$ cat src/rtl/demux_1ton_buffered.sv
// One-to-SIZE demultiplexer with a one-entry holding register per output lane.
// Each lane has its own valid/ready handshake, so a stalled lane only backpressures words aimed at it.
module demux_1ton_buffered #(
  parameter  int WIDTH    = 4,
  parameter  int SIZE     = 8,
  localparam int LOG_SIZE = $clog2(SIZE)
) (
  input  logic                  clock,
  input  logic                  reset,
  input  logic [WIDTH-1:0]      in_data,
  input  logic [LOG_SIZE-1:0]   in_sel,
  input  logic                  in_valid,
  output logic                  in_ready,
  output logic [WIDTH*SIZE-1:0] out_data,
  output logic [SIZE-1:0]       out_valid,
  input  logic [SIZE-1:0]       out_ready,
  output logic                  err_badsel,
  output logic                  busy
);

  localparam logic [LOG_SIZE:0] SizeW = (LOG_SIZE + 1)'(SIZE);

  logic [SIZE-1:0][WIDTH-1:0] hold_q, hold_d;
  logic [SIZE-1:0]            valid_q, valid_d;
  logic                       err_q, err_d;
  logic                       busy_q, busy_d;

  logic [SIZE-1:0] laneFree;
  logic [SIZE-1:0] selHit;
  logic [SIZE-1:0] laneLoad;
  logic            selValid;
  logic            accept;

  // Select decode; selects beyond the last lane never hit and are always accepted for discard.
  always_comb begin
    selHit   = '0;
    selValid = ({1'b0, in_sel} < SizeW);
    for (int i = 0; i < SIZE; i++) begin
      selHit[i] = (in_sel == LOG_SIZE'(i));
    end
    laneFree = ~valid_q | out_ready;
    in_ready = (|(selHit & laneFree)) | ~selValid;
    accept   = in_valid & in_ready;
    laneLoad = accept ? selHit : '0;
  end

  // A lane stays full while stalled, refills on the same cycle it drains, and otherwise empties.
  always_comb begin
    hold_d  = hold_q;
    valid_d = valid_q;
    for (int i = 0; i < SIZE; i++) begin
      if (laneLoad[i]) begin
        hold_d[i]  = in_data;
        valid_d[i] = 1'b1;
      end else if (out_ready[i]) begin
        valid_d[i] = 1'b0;
      end
    end
    err_d  = accept & ~selValid;
    busy_d = |valid_d;
  end

  always_ff @(posedge clock or posedge reset) begin
    if (reset) begin
      hold_q  <= '0;
      valid_q <= '0;
      err_q   <= 1'b0;
      busy_q  <= 1'b0;
    end else begin
      hold_q  <= hold_d;
      valid_q <= valid_d;
      err_q   <= err_d;
      busy_q  <= busy_d;
    end
  end

  assign out_data   = hold_q;
  assign out_valid  = valid_q;
  assign err_badsel = err_q;
  assign busy       = busy_q;

endmodule

$ cat config.mk
export PLATFORM = sky130hd
export DESIGN_NAME = demux_1ton_buffered
export DESIGN_NICKNAME = d
export VERILOG_FILES = /design/src/rtl/demux_1ton_buffered.sv
export SDC_FILE = /design/constraint.sdc
export NUM_CORES = 1
export LEC_CHECK = 0
export ABC_AREA = 1
export CORE_UTILIZATION = 51
export CTS_BUF_LIST = sky130_fd_sc_hd__clkbuf_8
export DETAILED_ROUTE_END_ITERATION = 10
export HOLD_SLACK_MARGIN = 0.12
export PLACE_DENSITY = 0.88
export SLEW_MARGIN = 20
export SYNTH_ARGS = -nofsm -noshare
export SYNTH_HDL_FRONTEND = slang
export SYNTH_SLANG_ARGS = --single-unit
$ cat constraint.sdc
create_clock -name clock -period 2.5 [get_ports clock]
set_input_delay 0.25 -clock clock [delete_from_list [all_inputs] [get_ports clock]]
set_output_delay 0.25 -clock clock [all_outputs]
set_load 0.01 [all_outputs]
==> flow_metrics.py, run 1 <==
metrics = {
    "sta": {
        "grt_setup_unrepaired": "false",
        "post-route-min-period_ns": 2.30,
        "whs_ns": 0.374,
        "finClkSkew_ns": 0.00416,
        "finalSetupTns_ns": 0,
        "fmaxAchievable_ghz": 0.435,
        "report.final.slew_viol_count": 0,
        "setup_viol": 0,
        "worst_pin_slew_ns": 0.594,
        "finalCritPeriodShare": 0.920,
        "finalHoldViolCount": 0,
        "slew_headroom": 0.603,
    },
    "clock_network": {
        "ctsHoldBuffers": 0,
        "htree_num_levels": 2,
        "cts_root_buf": "clkbuf_8",
        "cts_tree": "done",
        "cts.reportedPaths.clkPinSlew_ns": 0.07,
        "clock_latency_ns": 0.29,
        "clock-sinks": 41,
        "cts_max_path_buffers": 2,
        "post-cts-setup-buffer-count": 0,
        "ctsResizeCount": 0,
        "cts_made_buffers": 5,
    },
    "placement": {
        "dpl-instance-area_um2": 2460,
        "gp_congestion": 0.947,
        "port_buffers": 59,
        "hpwl_mm": 2.96,
    },
    "global_route": {
        "grt_pass1_wl_mm": 6.43,
        "use_met3": 0.0787,
        "grt_pass1_vias": 1358,
        "overflow": 0,
        "grtUsageMet2": 0.392,
        "grt_start_max_net_pins": 42,
        "top_usage_layer": "met2",
        "grt_use_met1": 0.313,
        "antenna_found_initial": 0,
        "gr-usage-all-layers": 0.242,
    },
    "die": {
        "floorplan.initialDensity": 0.543,
        "rows": 21,
        "ios": 61,
        "coreArea_um2": 3390,
        "die_height_um": 62.1,
        "die_w_um": 62.1,
        "die_area_um2": 3850,
    },
    "finish": {
        "final_core_util": 0.754,
        "final_cell_area_um2": 2560,
        "fin_nets": 271,
        "layout_common_cells": "58 x clkdlybuf4s50_1, 51 x nand2_1, 41 x dfrtp_1",
        "syn2layout_area_growth_pct": 39.0,
        "layout_commonest_cell": "clkdlybuf4s50_1",
        "antenna_cells": 0,
        "layout-drive-gt1-share": 0.154,
    },
    "yosys": {
        "syn_inst": 189,
        "syn-cell-area_um2": 1840,
        "ys_seq_elements": 41,
        "ys_warn_count": 0,
        "synth_cell_types": 21,
        "syn_nets": 207,
        "syn_avg_cell_area_um2": 9.73,
        "synth_seq_area_share": 0.558,
    },
    "run": {
        "cap_violations": 0,
    },
    "critical_path": {
        "worstPathRequired_ns": 2.25,
        "start_kind": "input pin",
        "arrival_ns": 2.05,
        "critPathKind": "input pin to primary output",
        "crit_fanout": 9,
        "endpoint_kind": "primary output",
    },
    "routing": {
        "first_pass_iters": 4,
        "wl_per_cell_um": 14.0,
        "num_vias": 1511,
        "drt_iter0_markers": 87,
        "ant_nets": 0,
        "via_per_inst": 5.05,
        "totalWireLength_mm": 4.18,
        "route.detailed.drc": 0,
    },
    "power": {
        "p_clk_frac": 0.226,
        "leakagePower_nw": 1.20,
        "vdd_drop_max_uv": 562,
        "switching_power_w": 0.000565,
        "power_frac_comb": 0.314,
        "total_power_w": 0.00192,
        "power_frac_seq": 0.460,
        "switching_share": 0.294,
        "p_int_w": 0.00135,
        "power_density_nw_per_um2": 750,
    },
    "hold_path": {
        "hp-class": "input pin to asynchronous set/reset pin",
    },
    "status": {
        "outcome": "finished clean",
    },
}
==> state kept, by name, indices dropped and copies added, names as in the netlist <==
| name | cells |
|---|---|
| out_data | 32 |
| busy | 1 |
| out_valid | 8 |
==> kinds of logic after synthesis <==
logic type / share of synthesized area
other: 0.00204
buffers and inverters: 0.0701
AND/OR/NAND/NOR: 0.283
AO/OA/AOI/OAI: 0.0871
flip-flops: 0.558
==> per-stage QoR <==
step	setup WS, ns	cells
floorplan	1.12	189
global placement	0.159	292
detailed placement	0.107	292
CTS	0.102	299
global route	0.114	299
finish	0.200	299
==> power groups by stage <==
| stage | clock [W] | combinational (W) | sequential [W] |
|---|---|---|---|
| global placement | 0 | 0.000587 | 0.000887 |
| global route | 0.000478 | 0.000656 | 0.000897 |
| finish | 0.000434 | 0.000602 | 0.000882 |
| floorplan | 0 | 0.000188 | 0.000949 |
| detailed placement | 0 | 0.000606 | 0.000888 |
| CTS | 0.000440 | 0.000609 | 0.000882 |
==> cell usage after synthesis <==
master / n / area, µm²
nand3_4: 4 / 70.1
nor2_1: 3 / 11.3
nor2_2: 2 / 12.5
buf_6: 3 / 33.8
nand3_2: 4 / 40.0
inv_6: 1 / 8.76
inv_4: 1 / 6.26
inv_1: 13 / 48.8
nand3_1: 6 / 30.0
nand2_8: 2 / 40.0
conb_1: 1 / 3.75
buf_2: 1 / 5.00
buf_4: 1 / 7.51
dfrtp_1: 41 / 1030
nor2_4: 4 / 45.0
nand4_1: 2 / 12.5
nand2_2: 6 / 37.5
nand2_1: 51 / 191
inv_2: 5 / 18.8
nor3_1: 6 / 30.0
o21ai_0: 32 / 160
==> final timing paths <==
check	startpoint	endpoint	slack, ns	cells past startpoint
worst max-delay path	in_sel[2]	in_ready	0.20	7
worst min-delay path	reset	out_data[26]	0.37	3
worst max register to register	out_valid[5]	busy	0.93	11
worst min register to register	out_data[3]	out_data[3]	0.49	2
max in group asynchronous	reset	out_data[16]	1.78	3
min in group clock	out_data[3]	out_data[3]	0.49	2
==> worst max-delay path: stages <==
cell             delay (ns)
clkdlybuf4s50_1        0.67
buf_4                  0.20
nand3_1                0.09
nand2_1                0.12
nor2_4                 0.06
nand2_8                0.12
clkdlybuf4s50_1        0.55
==> routing by layer <==
layer,vias up,routed length (µm)
li1,729,-
met1,721,1820
met2,57,2090
met3,4,244
met4,0,35
met5,-,0
==> cell type report <==
cell class | count | area (µm²)
Clock buffer | 6 | 82.6
Tap cell | 46 | 57.6
Inverter | 20 | 82.6
Timing Repair Buffer | 62 | 616
Multi-Input combinational cell | 123 | 684
Clock inverter | 1 | 7.51
Fill cell | 253 | 833
Sequential cell | 41 | 1030
(Power assumes the default switching activity.)
==> run 2, diff against run 1 <==
Settings changed: ABC_AREA 1 to unset, ABC_CLOCK_PERIOD_IN_PS set to 2500, CORE_UTILIZATION 51 to 49, PLACE_DENSITY 0.88 to 0.86.
==> run 2 against run 1 <==
Effect of this change:
- non-clock buffer count is the same
- final cell count down 24%
- global-route usage decreased by 1.4 points
- area after synthesis shrank 7.4%
- design area fell by 3.1%
- clock power grew 26%
- routed wire length fell by 6.8%
- critical path depth decreased by 2
- first-iteration DRC count is 15% lower
==> flow_metrics.py, run 2 <==
metrics = {
    "placement": {
        "place.detailed.instances": 220,
        "port_buffers": 59,
        "hpwl_mm": 2.79,
        "gp_congestion": 0.840,
    },
    "yosys": {
        "async_flop_share": 1.00,
        "netlist_top_cells_area": "dfrtp_1 60%, mux2_2 22%, nand2b_1 3.3%, mux4_2 2.6%, nor4b_4 1.4%",
        "ys_warn_count": 0,
        "synth_edf_count": 0,
        "synth_cell_types": 24,
        "syn_inst": 115,
        "ys_seq_elements": 41,
        "synth_top_area_share": 0.602,
        "synth_most_common_cell": "dfrtp_1",
        "synth_seq_area_share": 0.602,
        "synthTopCellsByCount": "41 x dfrtp_1, 33 x mux2_2, 9 x nand2b_1",
        "syn_nets": 133,
        "synth_ff_type": "dfrtp_1",
        "syn_avg_cell_area_um2": 14.8,
        "syn-cell-area_um2": 1700,
        "yosys.area.top_type": "dfrtp_1",
    },
    "clock_network": {
        "cts_root_buf": "clkbuf_8",
        "clock-sinks": 41,
        "cts_made_buffers": 5,
        "ctsHoldBuffers": 0,
        "post-cts-setup-buffer-count": 0,
        "ctsResizeCount": 0,
        "cts.reportedPaths.clkPinSlew_ns": 0.07,
        "clock_latency_ns": 0.29,
        "htree_num_levels": 2,
        "cts_tree": "done",
        "cts_max_path_buffers": 2,
    },
    "sta": {
        "finalSetupTns_ns": 0,
        "finClkSkew_ns": 0.00437,
        "setup_viol": 0,
        "grt_setup_unrepaired": "false",
        "finalCritPeriodShare": 0.927,
        "finalHoldViolCount": 0,
        "fmaxAchievable_ghz": 0.432,
        "report.final.slew_viol_count": 0,
        "post-route-min-period_ns": 2.32,
    },
    "global_route": {
        "overflow": 0,
        "gr-usage-all-layers": 0.229,
        "grt_start_max_net_pins": 42,
        "grt_pass1_vias": 1178,
        "grt_pass1_wl_mm": 5.86,
        "antenna_found_initial": 0,
    },
    "hold_path": {
        "hp-class": "input pin to asynchronous set/reset pin",
    },
    "die": {
        "die_height_um": 61.0,
        "coreArea_um2": 3340,
        "floorplan.initialDensity": 0.510,
        "die_w_um": 61.0,
        "ios": 61,
        "rows": 21,
        "die_area_um2": 3710,
    },
    "status": {
        "outcome": "finished clean",
    },
    "critical_path": {
        "worstPathRequired_ns": 2.25,
        "arrival_ns": 2.07,
        "start_kind": "input pin",
        "critPathKind": "input pin to primary output",
        "slowest_stage": "mux4_2",
        "path_delay_family": "buffers and inverters",
        "crit_chain": "clkdlybuf4s50_1, nand2b_1, mux4_2, mux2_2, clkdlybuf4s50_1",
        "slowest_delay_ns": 0.48,
        "crit_fanout": 5,
        "endpoint_kind": "primary output",
        "crit_buf_inv": 2,
        "crit_top_cell": "clkdlybuf4s50_1",
    },
    "finish": {
        "fin_nets": 199,
        "syn2layout_area_growth_pct": 45.4,
        "layout_common_cells": "59 x clkdlybuf4s50_1, 41 x dfrtp_1, 33 x mux2_2",
        "fin_cells": 228,
        "largest_reg_flops": 32,
        "layout-drive-gt1-share": 0.280,
        "layout_commonest_cell": "clkdlybuf4s50_1",
        "antenna_cells": 0,
    },
    "routing": {
        "ant_nets": 0,
        "via_per_inst": 5.36,
        "drt_iter0_markers": 74,
        "wl_per_cell_um": 17.1,
        "totalWireLength_mm": 3.90,
        "first_pass_iters": 4,
        "num_vias": 1221,
        "route.detailed.drc": 0,
    },
    "power": {
        "p_int_w": 0.00145,
        "p_clk_frac": 0.281,
        "leakagePower_nw": 1.06,
        "power_frac_comb": 0.276,
        "vdd_drop_max_uv": 572,
        "switching_share": 0.252,
        "power_density_nw_per_um2": 784,
        "switching_power_w": 0.000489,
        "power_frac_seq": 0.443,
    },
    "run": {
        "cap_violations": 0,
    },
}
-- run 2: cell count changes after synthesis, sizes merged, moves of 2 or more --
| cell | before | now |
|---|---|---|
| o21ai | 32 | 3 |
| mux4 | 0 | 2 |
| mux2 | 0 | 33 |
| nor3b | 0 | 2 |
| nand4b | 0 | 2 |
| inv | 20 | 1 |
| buf | 5 | 2 |
| nor3 | 6 | 0 |
| nor2 | 9 | 1 |
| nand3 | 14 | 2 |
| nand2b | 0 | 9 |
| nand2 | 59 | 7 |
-- run 2: cells by family (layout without fill, tap and decap cells) --
logic type / count (synthesis) / count (layout) / synth area share
flip-flops: 41 / 41 / 0.602
buffers and inverters: 4 / 71 / 0.0125
multiplexers: 35 / 35 / 0.245
AO/OA/AOI/OAI: 3 / 3 / 0.00881
AND/OR/NAND/NOR: 31 / 31 / 0.129
other: 1 / 1 / 0.00220
-- run 2: worst register-to-register path: stages (launching register included) --
cell	delay [ns]
dfrtp_1	0.41
nor2b_1	0.19
nor4b_4	0.37
mux2_2	0.38
-- run 2: layout make-up --
cell class,count,area [µm²]
inverter,1,3.75
tap,46,57.6
clock buffer,6,82.6
sequential,41,1030
multi-input combinational,70,656
fill,219,861
clock inverter,2,37.5
timing repair buffer,62,613
-- run 2: power by group through the flow --
| stage | logic (W) | registers [W] | clock network [W] |
|---|---|---|---|
| after floorplan | 0.000151 | 0.000921 | 0 |
| after global placement | 0.000523 | 0.000863 | 0 |
| after detailed placement | 0.000536 | 0.000871 | 0 |
| after CTS | 0.000540 | 0.000861 | 0.000557 |
| after global routing | 0.000572 | 0.000873 | 0.000585 |
| final | 0.000535 | 0.000860 | 0.000545 |
-- run 2: path summary, 6_finish.rpt --
path / from / to / slack, ns / depth (start not counted)
max: out_ready[3] / in_ready / 0.18 / 5
min: reset / out_data[10] / 0.38 / 3
max reg2reg: out_valid[5] / out_data[20] / 1.05 / 3
min reg2reg: out_data[4] / out_data[4] / 0.51 / 1
max in group asynchronous: reset / out_valid[4] / 1.78 / 3
min in group clock: out_data[4] / out_data[4] / 0.51 / 1
-- run 2: per-stage QoR --
stage / util / area, µm² / total power, W / hold slack, ns / setup slack (ns)
2_1_floorplan: - / 1700 / 0.00107 / 0.362 / 1.02
3_3_place_gp: 0.706 / 2360 / 0.00139 / 0.488 / 0.190
3_5_place_dp: 0.706 / 2360 / 0.00141 / 0.494 / 0.190
4_1_cts: 0.742 / 2480 / 0.00196 / 0.387 / 0.178
5_1_grt: 0.742 / 2480 / 0.00203 / 0.444 / 0.112
6_report: 0.742 / 2480 / 0.00194 / 0.377 / 0.183
-- run 2: layer usage --
| layer | part of all wire | up-vias | track usage |
|---|---|---|---|
| met4 | 0.012 | 0 | 0.0779 |
| met1 | 0.41 | 604 | 0.288 |
| met5 | 0 | - | 0 |
| met2 | 0.50 | 75 | 0.386 |
| met3 | 0.078 | 8 | 0.0597 |
| li1 | - | 534 | - |
